===== src/rtl/mem_port_arbiter_pkg.sv =====
// rtl/mem_port_arbiter_pkg.sv - shared types and defaults for the fetch/data memory port arbiter
package mem_port_arbiter_pkg;

    typedef enum logic [1:0] {
        IDLE   = 2'd0,
        BUSY_D = 2'd1,
        BUSY_I = 2'd2,
        DRAIN  = 2'd3
    } arb_state_t;

    localparam int DEFAULT_TIMEOUT = 255;

endpackage


===== src/rtl/mem_port_arbiter_ack_timer.sv =====
// rtl/mem_port_arbiter_ack_timer.sv - counts unacknowledged busy cycles and flags the timeout
module ack_timer
    import mem_port_arbiter_pkg::*;
#(
    parameter int TIMEOUT = DEFAULT_TIMEOUT
) (
    input  logic clk,
    input  logic rst,
    input  logic clear,
    input  logic enable,
    output logic expired
);

    localparam int CW = $clog2(TIMEOUT + 1);

    logic [CW-1:0] count;

    // expired marks the TIMEOUT-th enabled cycle, so the arbiter leaves on that edge
    assign expired = enable && (count == CW'(TIMEOUT - 1));

    always_ff @(posedge clk or posedge rst) begin
        if (rst) begin
            count <= '0;
        end else if (clear) begin
            count <= '0;
        end else if (enable && !expired) begin
            count <= count + 1'b1;
        end
    end

endmodule


===== src/rtl/mem_port_arbiter.sv =====
// rtl/mem_port_arbiter.sv - arbitrates fetch and data requests onto one shared memory port
module mem_port_arbiter
    import mem_port_arbiter_pkg::*;
#(
    parameter int ADDR_W  = 32,
    parameter int DATA_W  = 32,
    parameter int TIMEOUT = DEFAULT_TIMEOUT
) (
    input  logic              clk,
    input  logic              rst,
    input  logic              if_req,
    input  logic [ADDR_W-1:0] if_addr,
    output logic [DATA_W-1:0] if_rdata,
    output logic              if_valid,
    input  logic              d_req,
    input  logic              d_we,
    input  logic [ADDR_W-1:0] d_addr,
    input  logic [DATA_W-1:0] d_wdata,
    output logic [DATA_W-1:0] d_rdata,
    output logic              d_valid,
    input  logic              flush,
    output logic              mem_req,
    output logic              mem_we,
    output logic [ADDR_W-1:0] mem_addr,
    output logic [DATA_W-1:0] mem_wdata,
    input  logic [DATA_W-1:0] mem_rdata,
    input  logic              mem_ack,
    output logic              stallF,
    output logic              stallM,
    output logic              err
);

    arb_state_t state, state_d;

    logic              expired;
    logic              load_d, load_i;
    logic              done_d, done_i;
    logic [ADDR_W-1:0] addr_q;
    logic [DATA_W-1:0] wdata_q;
    logic              we_q;

    ack_timer #(.TIMEOUT(TIMEOUT)) u_ack_timer (
        .clk     (clk),
        .rst     (rst),
        .clear   (state_d == IDLE),
        .enable  ((state != IDLE) && !mem_ack),
        .expired (expired)
    );

    always_ff @(posedge clk or posedge rst) begin
        if (rst) begin
            state <= IDLE;
        end else begin
            state <= state_d;
        end
    end

    always_comb begin
        state_d = state;
        load_d  = 1'b0;
        load_i  = 1'b0;
        done_d  = 1'b0;
        done_i  = 1'b0;
        case (state)
            IDLE: begin
                if (d_req) begin
                    load_d  = 1'b1;
                    state_d = BUSY_D;
                end else if (if_req && !flush) begin
                    load_i  = 1'b1;
                    state_d = BUSY_I;
                end
            end
            BUSY_D: begin
                if (mem_ack || expired) begin
                    done_d  = 1'b1;
                    state_d = IDLE;
                end
            end
            BUSY_I: begin
                // a flush in the same cycle as completion or timeout discards the fetch
                if (mem_ack || expired) begin
                    done_i  = !flush;
                    state_d = IDLE;
                end else if (flush) begin
                    state_d = DRAIN;
                end
            end
            DRAIN: begin
                if (mem_ack || expired) begin
                    state_d = IDLE;
                end
            end
            default: state_d = IDLE;
        endcase
    end

    always_ff @(posedge clk or posedge rst) begin
        if (rst) begin
            addr_q   <= '0;
            wdata_q  <= '0;
            we_q     <= 1'b0;
            if_rdata <= '0;
            d_rdata  <= '0;
            if_valid <= 1'b0;
            d_valid  <= 1'b0;
            err      <= 1'b0;
        end else begin
            if_valid <= done_i;
            d_valid  <= done_d;
            if (load_d) begin
                addr_q  <= d_addr;
                we_q    <= d_we;
                wdata_q <= d_wdata;
            end else if (load_i) begin
                addr_q  <= if_addr;
                we_q    <= 1'b0;
            end
            // expired only fires without mem_ack, so a timed-out owner reads zero
            if (done_d) begin
                d_rdata <= expired ? '0 : mem_rdata;
            end
            if (done_i) begin
                if_rdata <= expired ? '0 : mem_rdata;
            end
            if (expired) begin
                err <= 1'b1;
            end
        end
    end

    assign mem_req   = (state != IDLE);
    assign mem_we    = (state == BUSY_D) && we_q;
    assign mem_addr  = addr_q;
    assign mem_wdata = wdata_q;
    assign stallF    = if_req & ~if_valid;
    assign stallM    = d_req & ~d_valid;

endmodule


===== config.mk =====
export PLATFORM = sky130hd
export DESIGN_NAME = mem_port_arbiter
export DESIGN_NICKNAME = d
export VERILOG_FILES = /design/src/rtl/mem_port_arbiter_pkg.sv /design/src/rtl/mem_port_arbiter_ack_timer.sv /design/src/rtl/mem_port_arbiter.sv
export SDC_FILE = /design/constraint.sdc
export NUM_CORES = 1
export LEC_CHECK = 0
export BUFFER_PORTS_ARGS = -buffer_cell sky130_fd_sc_hd__buf_2
export CAP_MARGIN = 20
export CORE_MARGIN = 4
export CORE_UTILIZATION = 30
export DETAILED_ROUTE_END_ITERATION = 7
export HOLD_SLACK_MARGIN = 0.03
export PLACE_DENSITY_LB_ADDON = 0.15
export SLEW_MARGIN = 40
export SYNTH_ARGS = -nofsm -noshare
export SYNTH_HDL_FRONTEND = slang
export SYNTH_HIERARCHICAL = 1
export SYNTH_SLANG_ARGS = --single-unit

===== constraint.sdc =====
create_clock -name clk -period 6.9 [get_ports clk]
set_input_delay 1.035 -clock clk [delete_from_list [all_inputs] [get_ports clk]]
set_output_delay 1.035 -clock clk [all_outputs]
set_load 0.01 [all_outputs]

Word-level counts from Yosys, hierarchy flattened --
Cells that the tools add are included.
Storage, ports and cells: register bits 142, RAM bits 0, input bits 135, ROM bits 0, logic and storage cells 56, memories 0, output and inout port bits 135, bits in latches 0
Operators by class: bitwise gates (word level) 4, shift-type cells 0, order comparisons 0, muxes and demuxes 22, reduce and logical (&&, ||, !) cells 15, div/mod/pow operators 0, add/subtract/negate cells 1, equality and inequality tests 4, $mul 0
Operators with widths (number):
- $mux W32 | 3
- $mux W8 | 2
- $mux W1 | 11
- $mux W2 | 5
- $add A8 B1 Y8 const B | 1
- $eq A8 B8 Y1 const B | 1
- $pmux W2 S3 | 1
- $reduce_bool A2 Y1 | 3
- $logic_and A1 B1 Y1 | 5
- $eq A2 B2 Y1 const B | 2
- $logic_not A2 Y1 | 2
- $logic_not A1 Y1 | 3
- $and A1 B1 Y1 | 2
- $eq A2 B1 Y1 const B | 1
- $not A1 Y1 | 2
- $reduce_or A2 Y1 | 1
- $logic_or A1 B1 Y1 | 1

Logic depth before layout (Yosys ltp) --
depth after elaboration 8, depth in mapped cells 10, mapped depth without buffers 8

Hierarchy --
Netlist, hierarchy kept.
By module, submodules not included:
- mem_port_arbiter | seq. area each 3353.2 sq um, cells an instance 371, times used 1, area an instance 5657.9 sq um
- ack_timer | seq. area each 200.2 sq um, cells an instance 50, times used 1, area an instance 499.2 sq um

Worst setup path after synthesis --
Ideal clock, no wire load.
path type input to register, start point in mem_ack, end point reg d_rdata[10], setup time 0.125 ns, data arrival time 2.601 ns, path buffers 1, slack 4.175 ns, cell stages on the path 6, required time 6.775 ns, cells stage by stage nor2b_1 and3_1 nor2_1 nor3b_2 buf_4 mux2_2
Between the ends: longest elaborated chain between the ends 6, elaborated cells on any way between the ends 7, classes of those cells mux: 3; reduce/logical: 4
Ends and longest elaborated chain:
- start: declaration | line mem_port_arbiter.sv:27 | input logic mem_ack,
- $logic_not A1 Y1 (*) | line mem_port_arbiter.sv:46 | .enable ((state != IDLE) && !mem_ack),
- $logic_and A1 B1 Y1 (*) | line mem_port_arbiter.sv:46
- $logic_and A1 B1 Y1 (*) | line mem_port_arbiter_ack_timer.sv:19 | assign expired = enable && (count == CW'(TIMEOUT - 1));
- named net expired | line mem_port_arbiter.sv:35 | logic expired;
- $logic_or A1 B1 Y1 | line mem_port_arbiter.sv:75 | if (mem_ack || expired) begin
- $mux W1 | line mem_port_arbiter.sv:75
- $mux W1 | line mem_port_arbiter.sv:64 | case (state)
- end signal: assignment | line mem_port_arbiter.sv:121 | d_rdata <= expired ? '0 : mem_rdata;
- end: declaration | line mem_port_arbiter.sv:19 | output logic [DATA_W-1:0] d_rdata,
The timed path passes the listed nets; every way through them passes the cells marked *. A chain may end at the register's enable or synchronous reset.

Final worst setup path --
start point reg state[1], end point reg u_ack_timer.count[1]
Between the ends: longest elaborated chain between the ends 8, elaborated cells on any way between the ends 20, classes of those cells eq/ne: 3; mux: 7; reduce/logical: 10
Ends and longest elaborated chain:
- start: declaration | line mem_port_arbiter.sv:33 | arb_state_t state, state_d;
- start signal: assignment | line mem_port_arbiter.sv:54 | state <= state_d;
- $reduce_bool A2 Y1 (*) | line mem_port_arbiter.sv:46
- $logic_and A1 B1 Y1 (*) | line mem_port_arbiter.sv:46
- $logic_and A1 B1 Y1 (*) | line mem_port_arbiter_ack_timer.sv:19
- named net expired | line mem_port_arbiter.sv:35
- $logic_or A1 B1 Y1 | line mem_port_arbiter.sv:75, mem_port_arbiter.sv:82, mem_port_arbiter.sv:90
- $mux W2, on equally long branches | line mem_port_arbiter.sv:75, mem_port_arbiter.sv:90, mem_port_arbiter.sv:82
- $pmux W2 S3 | line mem_port_arbiter.sv:64
- $logic_not A2 Y1 | line mem_port_arbiter.sv:45 | .clear (state_d == IDLE),
- $mux W8 / $reduce_bool A2 Y1 (equally long branches)
- end signal: assignment | line mem_port_arbiter_ack_timer.sv:27 | count <= count + 1'b1;
- end: declaration | line mem_port_arbiter_ack_timer.sv:16 | logic [CW-1:0] count;
Marked as above.

==> impl.org <==
** Global route
- Global routing consumed, over all layers together, 14.3% of the routing resources.
- Initial antenna violation count :: 1
- Vias in the first global route :: 4831
- After global routing the overflow that remains totals 0.
- Largest net degree at the start of global routing :: 85
- The first global-routing pass estimated 25300 um of wire.

** Timing
- Final total negative setup slack :: 0 ns
- The number of pins with negative max-slew slack in the final report was 0.
- Worst slew pin tran :: 0.813 ns
- Setup violations remaining at the end of the flow were counted as 0.
- Final period utilization :: 47.6%
- The final-report hold violation count came to 0.
- RSZ-0062 raised after global routing :: no
- Headroom to the max-slew limit came out at 45.8%.
- Shortest clock period the worst path allows after layout :: 3.29 ns
- Once routing completed, OpenROAD measured the worst setup slack at 3.61 ns.
- Clock skew on the completed layout was measured at 0.00972 ns.
- Static timing analysis puts the maximum clock frequency at 304 MHz.

** Power
- Sequential cells account for 40.4% of the total power.
- Clk network pwr share :: 29.0%
- Summed over all nets, the switching power comes to 971 uW.
- After layout, the design draws a total of 3.13 mW.
- Of the total power, the share spent switching nets is 31.0%.
- Ratio of total power to cell area :: 374 nW/um^2
- IR analysis of the VDD net gives a maximum drop of 0.000159 V.
- Internal power :: 2.16 mW
- Total leakage power :: 4.03 nW
- Combinational power share :: 30.6%

** Cells and area
- The post-route netlist has 67.5% of its cells at a drive strength greater than 1.
- Final core occ :: 41.4%
- The filler cells instantiated in the layout total 1922.
- At the end of the flow, the number of nets in the layout was 829.
- Synthesis-to-finish area growth :: 36.0%
- Post-Layout Cell Count :: 976

** Place
- Once placement completed, the tool counted placed cells totaling 943.
- Summed over all nets, the half-perimeter wirelength after detailed placement is 12000 um.
- RePlAce Congestion :: 0.737
- Number of buffer cells added on primary ports :: 269
- OpenSTA, run right after detailed placement, puts the worst setup slack at 3.42 ns.

** Synth
- Cell area after synthesis :: 6160 um^2
- Synthesized flop and latch total :: 142
- Post-synthesis sequential area ratio :: 57.7%
- When the netlist entered floorplanning its net count stood at 558.
- Synthesis produced 421 cells.
- Syn Area/Cell :: 14.6 um^2
- The netlist uses 36 different library cells.
- Count of yosys warnings during synthesis :: 6

** CTS
- Clock tree from TritonCTS :: built
- Buffers inserted to repair hold after CTS numbered 0.
- The clock tree synthesis step divided the H-tree into 4 levels.
- Buffers added to address setup during post-CTS repair amount to 0.
- Clock tree synthesis selected as its root buffer the cell clkbuf_16.
- TritonCTS Sinks :: 142
- Bufs on Longest Clock Path :: 2
- The number of clock buffers added by TritonCTS is 17.
- Post-CTS repair changed the size of 0 cells.
- At the later pin of the worst-skew pair, clock insertion delay measures 0.41 ns.
- After clock tree synthesis, the clock-pin slew on the worst setup and hold paths is 0.06 ns.

** Detailed routing
- The count of nets left with antenna violations once routing finished came out at 0.
- The first routing iteration left 130 violations.
- Via Count :: 4387
- In the routed layout, each cell is associated on average with a via count of 4.49.
- DRC violations left :: 0
- Detailed-routing iteration count for the pre-antenna-repair pass :: 4
- Routed wirelength normalized by instance count :: 16.5 um
- Final WL :: 16100 um

** Floorplan
- Number of cell rows :: 52
- Die extent in y :: 151 um
- Once the floorplan was initialized, standard cells occupied 30.4% of the core.
- Ports placed on the boundary :: 270
- The floorplan step defined a core boundary enclosing 20200 um^2.
- Die span in x :: 151 um
- Full die area :: 22900 um^2

** Critical path
- Along the worst path, the maximum fanout reaches 34.
- The worst setup path is captured at a flip-flop.
- Worst path required time :: 7.20 ns
- Crit Path Class :: reg -> reg
- Data on the critical path arrives at its endpoint at 3.58 ns.
- STA classifies the critical path startpoint as a flip-flop.

** Flow run
- Max-cap violations in this run came to 0.

** Hold path
- The min-delay analysis places its worst path in the category reg -> reg.

** Status
- Run status :: finished, final reports clean
-- logic make-up (layout without fill, tap and decap cells) --
family,after synthesis,in the layout,share of synthesized area [%]
adders and majority gates,2,2,0.406
and+or+nand+nor,65,65,6.36
muxes,162,162,29.8
DFF,142,142,57.7
other,0,1,0
AOI/OAI and AO/OA,20,20,2.70
buffers and inverters,30,314,3.07
-- per-layer routing --
layer | track usage [%] | routed length [um] | up-vias | part of all wire, %
li1 | - | - | 2034 | -
met2 | 25.7 | 8840 | 139 | 55
met3 | 4.79 | 994 | 28 | 6.2
met5 | 0 | 0 | - | 0
met1 | 15.2 | 5830 | 2186 | 36
met4 | 6.17 | 408 | 0 | 2.5
-- synth_stat cells, drive strengths merged --
cell / count / area, um^2
a311oi: 2 / 17.5
nand2b: 1 / 6.26
nor2b: 35 / 219
nand3: 4 / 20.0
dfrtp: 142 / 3550
or2: 3 / 18.8
nor2: 8 / 37.5
a211oi: 4 / 30.0
a21boi: 2 / 26.3
nor3b: 2 / 20.0
nand2: 2 / 7.51
nor3: 3 / 15.0
a21oi: 8 / 51.3
buf: 17 / 140
clkbuf: 6 / 22.5
nand4: 1 / 6.26
mux2: 162 / 1830
and4: 1 / 10.0
inv: 7 / 26.3
a41oi: 1 / 16.3
a32o: 1 / 10.0
o2bb2ai: 1 / 8.76
and3: 4 / 25.0
o22ai: 1 / 6.26
ha: 2 / 25.0
nor4: 1 / 6.26
-- worst paths after layout --
kind | startpoint | end | slack, ns | depth (start not counted)
min in group asynchronous | rst | u_ack_timer/count[2] | 0.63 | 2
max in group asynchronous | rst | mem_wdata[25] | 5.09 | 3
setup / recovery | state[1] | u_ack_timer/count[1] | 3.61 | 8
hold reg to reg | err | err | 0.47 | 1
setup reg to reg | state[1] | u_ack_timer/count[1] | 3.61 | 8
hold / removal | err | err | 0.47 | 1
-- placed cells by master (no fill, tap or decap), drive strengths merged, types with 2 or more instances in the layout --
master and count:
nor2 8, nor2b 35, clkinv 4, clkinvlp 3, and3 4, buf 275
a311oi 2, mux2 162, nand3 4, bufinv 2, clkbuf 18, inv 12
nor3b 2, dfrtp 142, a21boi 2, ha 2, a21oi 8, nand2 2
nor3 3, or2 3, a211oi 4
-- state kept, by name, indices dropped and copies added (netlist names) --
name               cells
d_rdata               32
if_rdata              32
mem_addr              32
mem_wdata             32
u_ack_timer/count      8
state                  2
d_valid                1
err                    1
if_valid               1
we_q                   1
-- worst max-delay path: stages (launching register included) --
cell and delay [ns]:
dfrtp_1 0.52, or2_1 0.36, nor2b_1 0.43, and3_1 0.24
buf_4 0.37, nor2_1 0.17, a21oi_1 0.69, nor2b_1 0.10
mux2_4 0.29
-- metrics by stage --
step	cell area, um^2	hold WS (ns)
global route	8380	0.514
finish	8380	0.465
CTS	8370	0.476
global placement	7720	0.453
detailed placement	7780	0.457
floorplan	6160	0.477
-- power groups by stage --
| stage | registers [mW] | clock network (mW) | logic, mW |
|---|---|---|---|
| finish | 1.27 | 0.909 | 0.958 |
| global route | 1.31 | 0.983 | 1.04 |
| CTS | 1.27 | 0.940 | 0.986 |
| detailed placement | 1.28 | 0 | 0.985 |
| global placement | 1.27 | 0 | 0.953 |
| floorplan | 1.42 | 0 | 0.389 |
-- cell type report --
class | count | area (um^2) | share of cell area [%]
repair buffers | 275 | 1430 | 17.0
clock inverters | 14 | 159 | 1.90
clock buffers | 18 | 429 | 5.12
multi-input cells | 249 | 2430 | 29.1
diodes | 1 | 2.50 | 0.0299
inverters | 7 | 33.8 | 0.403
well taps | 270 | 338 | 4.03
flip-flops and latches | 142 | 3550 | 42.4
Power figures use the tool's default switching activity.
